<file path="src/rtl/uart_cmd_bridge.sv">
// UART command endpoint: parses 'W' addr data / 'R' addr frames, performs one
// register-bus access per command and returns a single response byte.
module uart_cmd_bridge #(
  parameter int unsigned TIMEOUT = 65535,
  parameter logic [7:0]  OP_WR   = 8'h57,
  parameter logic [7:0]  OP_RD   = 8'h52,
  parameter logic [7:0]  ACK     = 8'h4B,
  parameter logic [7:0]  NAK     = 8'h3F
) (
  input  logic       clk_i,
  input  logic       rst_i,
  input  logic       rx_vld_i,
  input  logic [7:0] rx_data_i,
  input  logic       txrdy_i,
  output logic       tx_vld_o,
  output logic [7:0] tx_data_o,
  output logic [7:0] reg_addr_o,
  output logic [7:0] reg_wdata_o,
  output logic       reg_wr_o,
  output logic       reg_rd_o,
  input  logic [7:0] reg_rdata_i,
  output logic       rx_drop_o,
  output logic       to_abort_o
);

  localparam int unsigned CW = (TIMEOUT < 2) ? 1 : $clog2(TIMEOUT);
  localparam logic [CW-1:0] CNT_LAST = CW'(TIMEOUT - 1);

  typedef enum logic [2:0] {
    IDLE, GET_ADDR, GET_DATA, BUS_WR, BUS_RD, RD_CAP, SEND, WAIT_LO
  } state_e;

  state_e        state_q;
  logic          isWrite_q;
  logic [7:0]    resp_q;
  logic [7:0]    txData_q;
  logic [7:0]    regAddr_q;
  logic [7:0]    regWdata_q;
  logic          regWr_q;
  logic          regRd_q;
  logic          rxDrop_q;
  logic          toAbort_q;
  logic [CW-1:0] timeoutCnt_q;
  logic          busy;

  assign busy = (state_q == BUS_WR) || (state_q == BUS_RD) || (state_q == RD_CAP) ||
                (state_q == SEND)   || (state_q == WAIT_LO);

  // Strobes are set on the edge that enters BUS_WR/BUS_RD so they line up with those states.
  always_ff @(posedge clk_i or posedge rst_i) begin
    if (rst_i) begin
      state_q      <= IDLE;
      isWrite_q    <= 1'b0;
      resp_q       <= 8'h00;
      txData_q     <= 8'h00;
      regAddr_q    <= 8'h00;
      regWdata_q   <= 8'h00;
      regWr_q      <= 1'b0;
      regRd_q      <= 1'b0;
      rxDrop_q     <= 1'b0;
      toAbort_q    <= 1'b0;
      timeoutCnt_q <= '0;
    end else begin
      regWr_q   <= 1'b0;
      regRd_q   <= 1'b0;
      toAbort_q <= 1'b0;
      rxDrop_q  <= rx_vld_i && busy;
      case (state_q)
        IDLE: begin
          timeoutCnt_q <= '0;
          if (rx_vld_i) begin
            if ((rx_data_i == OP_WR) || (rx_data_i == OP_RD)) begin
              isWrite_q <= (rx_data_i == OP_WR);
              state_q   <= GET_ADDR;
            end else begin
              resp_q  <= NAK;
              state_q <= SEND;
            end
          end
        end
        GET_ADDR: begin
          if (rx_vld_i) begin
            timeoutCnt_q <= '0;
            regAddr_q    <= rx_data_i;
            if (isWrite_q) begin
              state_q <= GET_DATA;
            end else begin
              regRd_q <= 1'b1;
              state_q <= BUS_RD;
            end
          end else if (timeoutCnt_q == CNT_LAST) begin
            toAbort_q    <= 1'b1;
            timeoutCnt_q <= '0;
            state_q      <= IDLE;
          end else begin
            timeoutCnt_q <= timeoutCnt_q + 1'b1;
          end
        end
        GET_DATA: begin
          if (rx_vld_i) begin
            timeoutCnt_q <= '0;
            regWdata_q   <= rx_data_i;
            regWr_q      <= 1'b1;
            state_q      <= BUS_WR;
          end else if (timeoutCnt_q == CNT_LAST) begin
            toAbort_q    <= 1'b1;
            timeoutCnt_q <= '0;
            state_q      <= IDLE;
          end else begin
            timeoutCnt_q <= timeoutCnt_q + 1'b1;
          end
        end
        BUS_WR: begin
          resp_q  <= ACK;
          state_q <= SEND;
        end
        BUS_RD: begin
          state_q <= RD_CAP;
        end
        RD_CAP: begin
          resp_q  <= reg_rdata_i;
          state_q <= SEND;
        end
        SEND: begin
          if (txrdy_i) begin
            txData_q <= resp_q;
            state_q  <= WAIT_LO;
          end
        end
        WAIT_LO: begin
          if (!txrdy_i) state_q <= IDLE;
        end
        default: state_q <= IDLE;
      endcase
    end
  end

  // tx_vld is gated by the live txrdy so it can never fire into a busy transmitter;
  // txData_q keeps the sent byte on the bus until the next send.
  assign tx_vld_o    = (state_q == SEND) && txrdy_i;
  assign tx_data_o   = tx_vld_o ? resp_q : txData_q;
  assign reg_addr_o  = regAddr_q;
  assign reg_wdata_o = regWdata_q;
  assign reg_wr_o    = regWr_q;
  assign reg_rd_o    = regRd_q;
  assign rx_drop_o   = rxDrop_q;
  assign to_abort_o  = toAbort_q;

endmodule
</file>
<file path="config.mk">
export PLATFORM = sky130hd
export DESIGN_NAME = uart_cmd_bridge
export DESIGN_NICKNAME = d
export VERILOG_FILES = /design/src/rtl/uart_cmd_bridge.sv
export SDC_FILE = /design/constraint.sdc
export NUM_CORES = 1
export LEC_CHECK = 0
export CORE_ASPECT_RATIO = 1.25
export CORE_UTILIZATION = 56
export DETAILED_ROUTE_END_ITERATION = 8
export PLACE_DENSITY = 0.95
export SYNTH_ARGS = -nofsm -noshare
export SYNTH_HDL_FRONTEND = slang
export SYNTH_SLANG_ARGS = --single-unit
</file>
<file path="constraint.sdc">
create_clock -name clk_i -period 3.01 [get_ports clk_i]
set_input_delay 0.602 -clock clk_i [delete_from_list [all_inputs] [get_ports clk_i]]
set_output_delay 0.602 -clock clk_i [all_outputs]
set_load 0.01 [all_outputs]
</file>
==> qor.json, run 1 <==
{
  "outcome": {
    "status": "finished, final reports clean"
  },
  "critical_path": {
    "setup.worst_path.end_class": "output port",
    "cpMostUsedCell": "sky130_fd_sc_hd__clkdlybuf4s50_1",
    "timing_worst_setup_path_type": "in2out",
    "crit-reg2reg-capture": "timeoutCnt_q[14]",
    "max_stage_delay_ps": 540,
    "worst-r2r-cell-count": 4,
    "required_ps": 2410,
    "timing.critical_path.fanout_max": 9,
    "worstPathArrival_ps": 2210,
    "worstPathCellList": "clkdlybuf4s50_1 > nand3_2 > mux2_2 > clkdlybuf4s50_1",
    "r2r_slack_ps": 570,
    "critical_path.reg2reg.startpoint": "state_q[2]",
    "critPathSlowestCell": "sky130_fd_sc_hd__clkdlybuf4s50_1",
    "worst_setup_path_start_kind": "input pin"
  },
  "synth": {
    "total_number_of_yosys_warnings": 0,
    "synth_edf_count": 0,
    "synthDominantAreaCellType": "sky130_fd_sc_hd__dfrtp_1",
    "synth.top_cells.by_area": "sky130_fd_sc_hd__dfrtp_1, sky130_fd_sc_hd__mux2_2, sky130_fd_sc_hd__a22o_1",
    "seq_area_frac_synth_pct": 52.8,
    "synth.ff_latch_count": 56,
    "syn_inst": 246,
    "postSynthAreaPerCell_um2": 10.8,
    "asyncSetResetFlopFracSynth_pct": 100,
    "netlist-cell-type-count": 42,
    "synth.top_cell.area_share_pct": 52.8,
    "synth_ff_type": "sky130_fd_sc_hd__dfrtp_1",
    "mappedNetlistNets": 268,
    "synth.cell_area_mm2": 0.00265
  },
  "drt": {
    "routed_wl_mm": 5.90,
    "drt.antenna.violating_nets": 0,
    "detail_route.drc_violations": 0,
    "vias_per_cell": 6.02,
    "drt_iter0_drc": 119,
    "avgRoutedWirePerCell_um": 16.6,
    "dr.pass1.iters": 4,
    "vias": 2136
  },
  "worst_hold_path": {
    "worstHoldStart": "txData_q[5]",
    "min_path_cells": 1,
    "hold_path_end": "txData_q[5]",
    "holdCritPathClass": "reg2reg"
  },
  "power": {
    "static-leakage-power_nw": 1.36,
    "max-vdd-ir-drop_mv": 0.591,
    "power-per-cell-area_mw_per_mm2": 888,
    "total_power_w": 0.00297
  },
  "sta": {
    "final.hold.worst_slack_ps": 500,
    "final-max-slew-violation-count": 0,
    "finalSetupViolCount": 0,
    "finalCriticalPeriod_ps": 2810,
    "final.setup.tns_ps": 0,
    "skew_ps": 4.55,
    "tightest_pin_transition_ps": 773,
    "slew-limit-headroom_pct": 48.1,
    "maxClockFrequency_mhz": 356,
    "finalHoldViolCount": 0,
    "min_period_over_period_pct": 93.3,
    "fin_ws_ps": 202,
    "rsz0062_at_grt": "no"
  },
  "global_routing": {
    "first_global_vias": 2192,
    "grt_start_max_net_pins": 30,
    "wire_length_of_the_first_global_routing_pass_mm": 10.1,
    "grt_overflow_total": 0,
    "grt_util_all_layers_pct": 25.8,
    "antenna_found_initial": 0
  },
  "clock_tree": {
    "clk_path_buf_depth": 2,
    "cts.sink_count": 56,
    "cts_tree": "yes",
    "post-cts-setup-buffer-count": 0,
    "root_buffer": "sky130_fd_sc_hd__clkbuf_8",
    "number_of_clock_buffers_inserted_by_tritoncts": 5,
    "worst_skew_pair.late_latency_ps": 310,
    "cts.reportedPaths.clkPinSlew_ps": 100,
    "htreeDepth": 2
  },
  "cells_and_area": {
    "antenna_cells": 0,
    "nets": 318,
    "area.growth.synth_to_final_pct": 25.9,
    "area_of_the_multi_input_gates_mm2": 0.00118,
    "seqCellArea_mm2": 0.00140,
    "finish.utilization_pct": 74.4,
    "layout-drive-gt1-share_pct": 15.5,
    "nFillCells": 294
  },
  "die": {
    "chipHeight_um": 79.0,
    "ports": 49,
    "floorplan_die_width_um": 63.6,
    "floorplan.initialDensity_pct": 59.1,
    "dieArea_mm2": 0.00502,
    "rows": 27,
    "design.core.area_mm2": 0.00449
  },
  "place": {
    "place_hpwl_mm": 4.17,
    "preCtsSetupSlack_ps": 32.8,
    "io_buffers": 48,
    "finalWeightedCongestion": 0.813
  },
  "job": {
    "max_cap_violations": 0
  }
}
[power breakdown]
group / internal, W / switching [W]
Clock: 0.000246 / 0.000246
Sequential: 0.00100 / 0.000159
Combinational: 0.000717 / 0.000596
Total: 0.00197 / 0.00100
[cells by family (layout without fill, tap and decap cells)]
group           Yosys count  after routing  share of synthesized area, %
simple gates             77             77                          15.1
fa+ha+maj                 2              2                         0.943
flops                    56             56                          52.8
mux                      28             28                          11.7
compound gates           58             58                          15.1
buf+inv                  21             72                          3.02
xor+xnor                  4              4                          1.32
[synthesized netlist by cell type (5+ instances only)]
cell type,instances
sky130_fd_sc_hd__mux2_2,24
sky130_fd_sc_hd__clkbuf_1,10
sky130_fd_sc_hd__nand4_1,7
sky130_fd_sc_hd__dfrtp_1,56
sky130_fd_sc_hd__nor3_1,5
sky130_fd_sc_hd__a22o_1,7
sky130_fd_sc_hd__nor2_1,14
sky130_fd_sc_hd__o22ai_1,5
sky130_fd_sc_hd__or4_1,5
sky130_fd_sc_hd__a31oi_1,6
sky130_fd_sc_hd__nand2_1,16
sky130_fd_sc_hd__nand3_1,11
sky130_fd_sc_hd__o21ai_0,10
sky130_fd_sc_hd__a21oi_1,9
sky130_fd_sc_hd__inv_1,9
[worst max path at each step]
stage | start | end | depth (start not counted)
global route | txrdy_i | tx_data_o[5] | 4
global placement | txrdy_i | tx_data_o[5] | 4
detailed placement | txrdy_i | tx_data_o[7] | 4
finish | txrdy_i | tx_data_o[7] | 4
CTS | txrdy_i | tx_data_o[1] | 4
floorplan | state_q[1] | tx_data_o[0] | 4
[worst max-delay path: cells and delay by family]
kind,cells,cell delay (ps)
buffers and inverters,2,1050
multiplexers,1,320
AND/OR/NAND/NOR,1,230
[per-layer routing]
metal / global-route usage [%] / routed length, um
met5: 0 / 0
met4: 7.73 / 71
met3: 7.33 / 372
met2: 44.3 / 2970
met1: 31.4 / 2480
[cell type report]
cell class	count	area share [%]
flip-flops and latches	56	41.9
clock buffers	5	2.06
inverters	9	1.01
clock inverters	3	1.27
multi-input cells	169	35.2
repair buffers	55	16.3
well taps	58	2.17
[timing repair]
action                                 4_1_cts  5_1_grt
hold buffers                                 0        0
endpoints found under the hold margin        0        0
gates resized for setup                      0        1
setup endpoints to repair                    0        8
[placed cells by master (no fill, tap or decap), types with 2 or more instances in the layout]
master / n
sky130_fd_sc_hd__a211oi_1: 2
sky130_fd_sc_hd__a21oi_1: 9
sky130_fd_sc_hd__a221o_1: 3
sky130_fd_sc_hd__a22o_1: 7
sky130_fd_sc_hd__a22oi_1: 2
sky130_fd_sc_hd__a31o_2: 2
sky130_fd_sc_hd__a31oi_1: 6
sky130_fd_sc_hd__buf_4: 6
sky130_fd_sc_hd__clkbuf_8: 5
sky130_fd_sc_hd__clkdlybuf4s50_1: 48
sky130_fd_sc_hd__dfrtp_1: 56
sky130_fd_sc_hd__ha_1: 2
sky130_fd_sc_hd__inv_1: 8
sky130_fd_sc_hd__mux2_2: 24
sky130_fd_sc_hd__mux2i_1: 4
sky130_fd_sc_hd__nand2_1: 16
sky130_fd_sc_hd__nand2b_1: 3
sky130_fd_sc_hd__nand3_1: 10
sky130_fd_sc_hd__nand4_1: 7
sky130_fd_sc_hd__nor2_1: 14
sky130_fd_sc_hd__nor2b_1: 3
sky130_fd_sc_hd__nor3_1: 5
sky130_fd_sc_hd__nor4_1: 3
sky130_fd_sc_hd__o21ai_0: 10
sky130_fd_sc_hd__o22ai_1: 5
sky130_fd_sc_hd__o2bb2ai_1: 3
sky130_fd_sc_hd__o31ai_1: 3
sky130_fd_sc_hd__or2_2: 2
sky130_fd_sc_hd__or3_1: 3
sky130_fd_sc_hd__or4_1: 5
sky130_fd_sc_hd__xnor2_1: 4
[state kept, by name, summed over array words and instances (netlist names)]
signal and cells:
isWrite_q 1, timeoutCnt_q 16, reg_wr_o 1, state_q 3, rx_drop_o 1, resp_q 8, txData_q 8, to_abort_o 1
reg_rd_o 1, reg_wdata_o 8, reg_addr_o 8
[per-stage QoR]
step / instance area (um2) / std cells
final: 3340 / 355
after floorplan: 2650 / 246
after detailed placement: 3230 / 347
after global routing: 3340 / 355
after global placement: 3230 / 347
after CTS: 3340 / 355
(Power assumes the default switching activity.)
==> inputs of run 2 (changes only) <==
Settings changed: CORE_MARGIN set to 4, MAX_ROUTING_LAYER set to met4.
==> run 2 against run 1 <==
Core utilization fell by 0.47 points. Wire length rose by 2.7%. Die area rose by 18%. Sequential power is essentially flat. Hold slack better by 6.7 ps. Cell area down 0.64%. Clock skew increased by 3.2 ps. Global-route usage is 3.5 points lower. Combinational power about the same. Power fell by 2.2%. Count of clock-buffer cells in the layout grew 3. First-iteration DRC count is 53% higher. Largest power group unchanged.
==> qor.json, run 2 (same netlist as run 1, synthesis figures left out) <==
{
  "sta": {
    "finalHoldViolCount": 0,
    "fin_ws_ps": 187,
    "final.setup.tns_ps": 0,
    "rsz0062_at_grt": "no",
    "skew_ps": 7.72,
    "tightest_pin_transition_ps": 745,
    "finalCriticalPeriod_ps": 2820,
    "maxClockFrequency_mhz": 354,
    "final-max-slew-violation-count": 0,
    "min_period_over_period_pct": 93.8,
    "finalSetupViolCount": 0,
    "slew-limit-headroom_pct": 49.9
  },
  "power": {
    "static-leakage-power_nw": 1.35,
    "power-per-cell-area_mw_per_mm2": 874,
    "max-vdd-ir-drop_mv": 0.612
  },
  "die": {
    "rows": 27,
    "floorplan_die_width_um": 69.6,
    "chipHeight_um": 85.0,
    "floorplan.initialDensity_pct": 59.1,
    "ports": 49,
    "dieArea_mm2": 0.00591,
    "design.core.area_mm2": 0.00449
  },
  "cells_and_area": {
    "registers.top_by_ff_count": "timeoutCnt_q",
    "antenna_cells": 0,
    "largest_reg_flops": 16,
    "final_common_cell": "sky130_fd_sc_hd__dfrtp_1",
    "nets": 318,
    "layout-drive-gt1-share_pct": 14.8,
    "most-common-layout-cells": "sky130_fd_sc_hd__dfrtp_1, sky130_fd_sc_hd__clkdlybuf4s50_1, sky130_fd_sc_hd__mux2_2, sky130_fd_sc_hd__nand2_1, sky130_fd_sc_hd__nor2_1",
    "area.growth.synth_to_final_pct": 25.1
  },
  "global_routing": {
    "first_global_vias": 2276,
    "grt_util_all_layers_pct": 22.4,
    "wire_length_of_the_first_global_routing_pass_mm": 10.4,
    "antenna_found_initial": 0,
    "grt_start_max_net_pins": 57,
    "grt_overflow_total": 0
  },
  "critical_path": {
    "critPathSlowestCell": "sky130_fd_sc_hd__clkdlybuf4s50_1",
    "timing_worst_setup_path_type": "in2out",
    "required_ps": 2410,
    "max_stage_delay_ps": 540,
    "r2r_slack_ps": 610,
    "cpMostUsedCell": "sky130_fd_sc_hd__clkdlybuf4s50_1",
    "setup.worst_path.end_class": "output port",
    "worst_setup_path_start_kind": "input pin",
    "cp_top_family": "buffers and inverters",
    "worstPathArrival_ps": 2220,
    "worstPathCellList": "clkdlybuf4s50_1 > nand3_2 > mux2_2 > clkdlybuf4s50_1",
    "cp_num_buf_inv": 2,
    "timing.critical_path.fanout_max": 9
  },
  "clock_tree": {
    "cts.hold.buffers_added": 0,
    "cts_tree": "yes",
    "cts.sink_count": 56,
    "root_buffer": "sky130_fd_sc_hd__clkbuf_8",
    "worst_skew_pair.late_latency_ps": 300,
    "cts.reportedPaths.clkPinSlew_ps": 90,
    "clk_path_buf_depth": 2,
    "htreeDepth": 2,
    "number_of_clock_buffers_inserted_by_tritoncts": 5
  },
  "place": {
    "finalWeightedCongestion": 0.891,
    "place_hpwl_mm": 4.26,
    "io_buffers": 48,
    "preCtsSetupSlack_ps": 30.9
  },
  "drt": {
    "vias": 2162,
    "vias_per_cell": 6.09,
    "drt.antenna.violating_nets": 0,
    "detail_route.drc_violations": 0,
    "dr.pass1.iters": 4,
    "avgRoutedWirePerCell_um": 17.1,
    "routed_wl_mm": 6.06,
    "drt_iter0_drc": 182
  },
  "worst_hold_path": {
    "holdCritPathClass": "reg2reg"
  },
  "job": {
    "max_cap_violations": 0
  },
  "outcome": {
    "status": "finished, final reports clean"
  }
}
## run 2: cell types whose count changed in the layout (fill, tap and decap cells not counted)
cell	change
sky130_fd_sc_hd__clkinvlp_4	-1
sky130_fd_sc_hd__clkinv_2	-1
sky130_fd_sc_hd__bufinv_16	-1
sky130_fd_sc_hd__clkbuf_1	+2
sky130_fd_sc_hd__clkbuf_8	+1
## run 2: routing by layer
layer	wire length (um)	share of wire [%]	vias up	track usage [%]
met5	0	0	-	-
met4	174	2.9	0	9.41
met3	309	5.1	18	5.45
met2	3080	51	80	36.5
met1	2500	41	1052	26.4
li1	-	-	1012	-
## run 2: final timing paths
check,endpoint,cells after the start,from
max,tx_data_o[1],4,txrdy_i
min,txData_q[2],1,txData_q[2]
max reg2reg,timeoutCnt_q[14],5,state_q[0]
min reg2reg,txData_q[2],1,txData_q[2]
max in group asynchronous,to_abort_o,3,rst_i
min in group asynchronous,reg_addr_o[1],3,rst_i
## run 2: what timing repair did
| action | CTS | global route |
|---|---|---|
| endpoints found under the setup margin | 0 | 7 |
| resized for setup | 0 | 1 |
| buffers inserted | 0 | 0 |
## run 2: power by group
| group | internal, W | total [W] | switching (W) | leakage (nW) |
|---|---|---|---|---|
| sequential | 0.00100 | 0.00116 | 0.000157 | 0.700 |
| combinational | 0.000720 | 0.00133 | 0.000606 | 0.607 |
| clock | 0.000188 | 0.000416 | 0.000227 | 0.0455 |
## run 2: through the flow
step	power (W)	instance area (um2)	hold slack (ps)	utilization (%)	instances
global placement	0.00242	3230	479	71.8	347
floorplan	0.00189	2650	472	-	246
finish	0.00290	3320	506	73.9	355
CTS	0.00292	3320	510	73.8	355
detailed placement	0.00249	3230	488	71.8	347
global route	0.00309	3320	531	73.9	355
## run 2: area by class of cell
class                      count  area (um2)
fill                         297        1170
timing repair buffer          55         546
sequential                    56        1400
inverter                       9        33.8
tap                           58        72.6
clock buffer                   8        90.1
multi-input combinational    169        1180
## run 2: worst register-to-register path, stage by stage (launching register included)
cell,delay [ps]
sky130_fd_sc_hd__dfrtp_1,390
sky130_fd_sc_hd__buf_4,180
sky130_fd_sc_hd__a21o_1,360
sky130_fd_sc_hd__or4_1,730
sky130_fd_sc_hd__or4_1,510
sky130_fd_sc_hd__a21oi_1,150
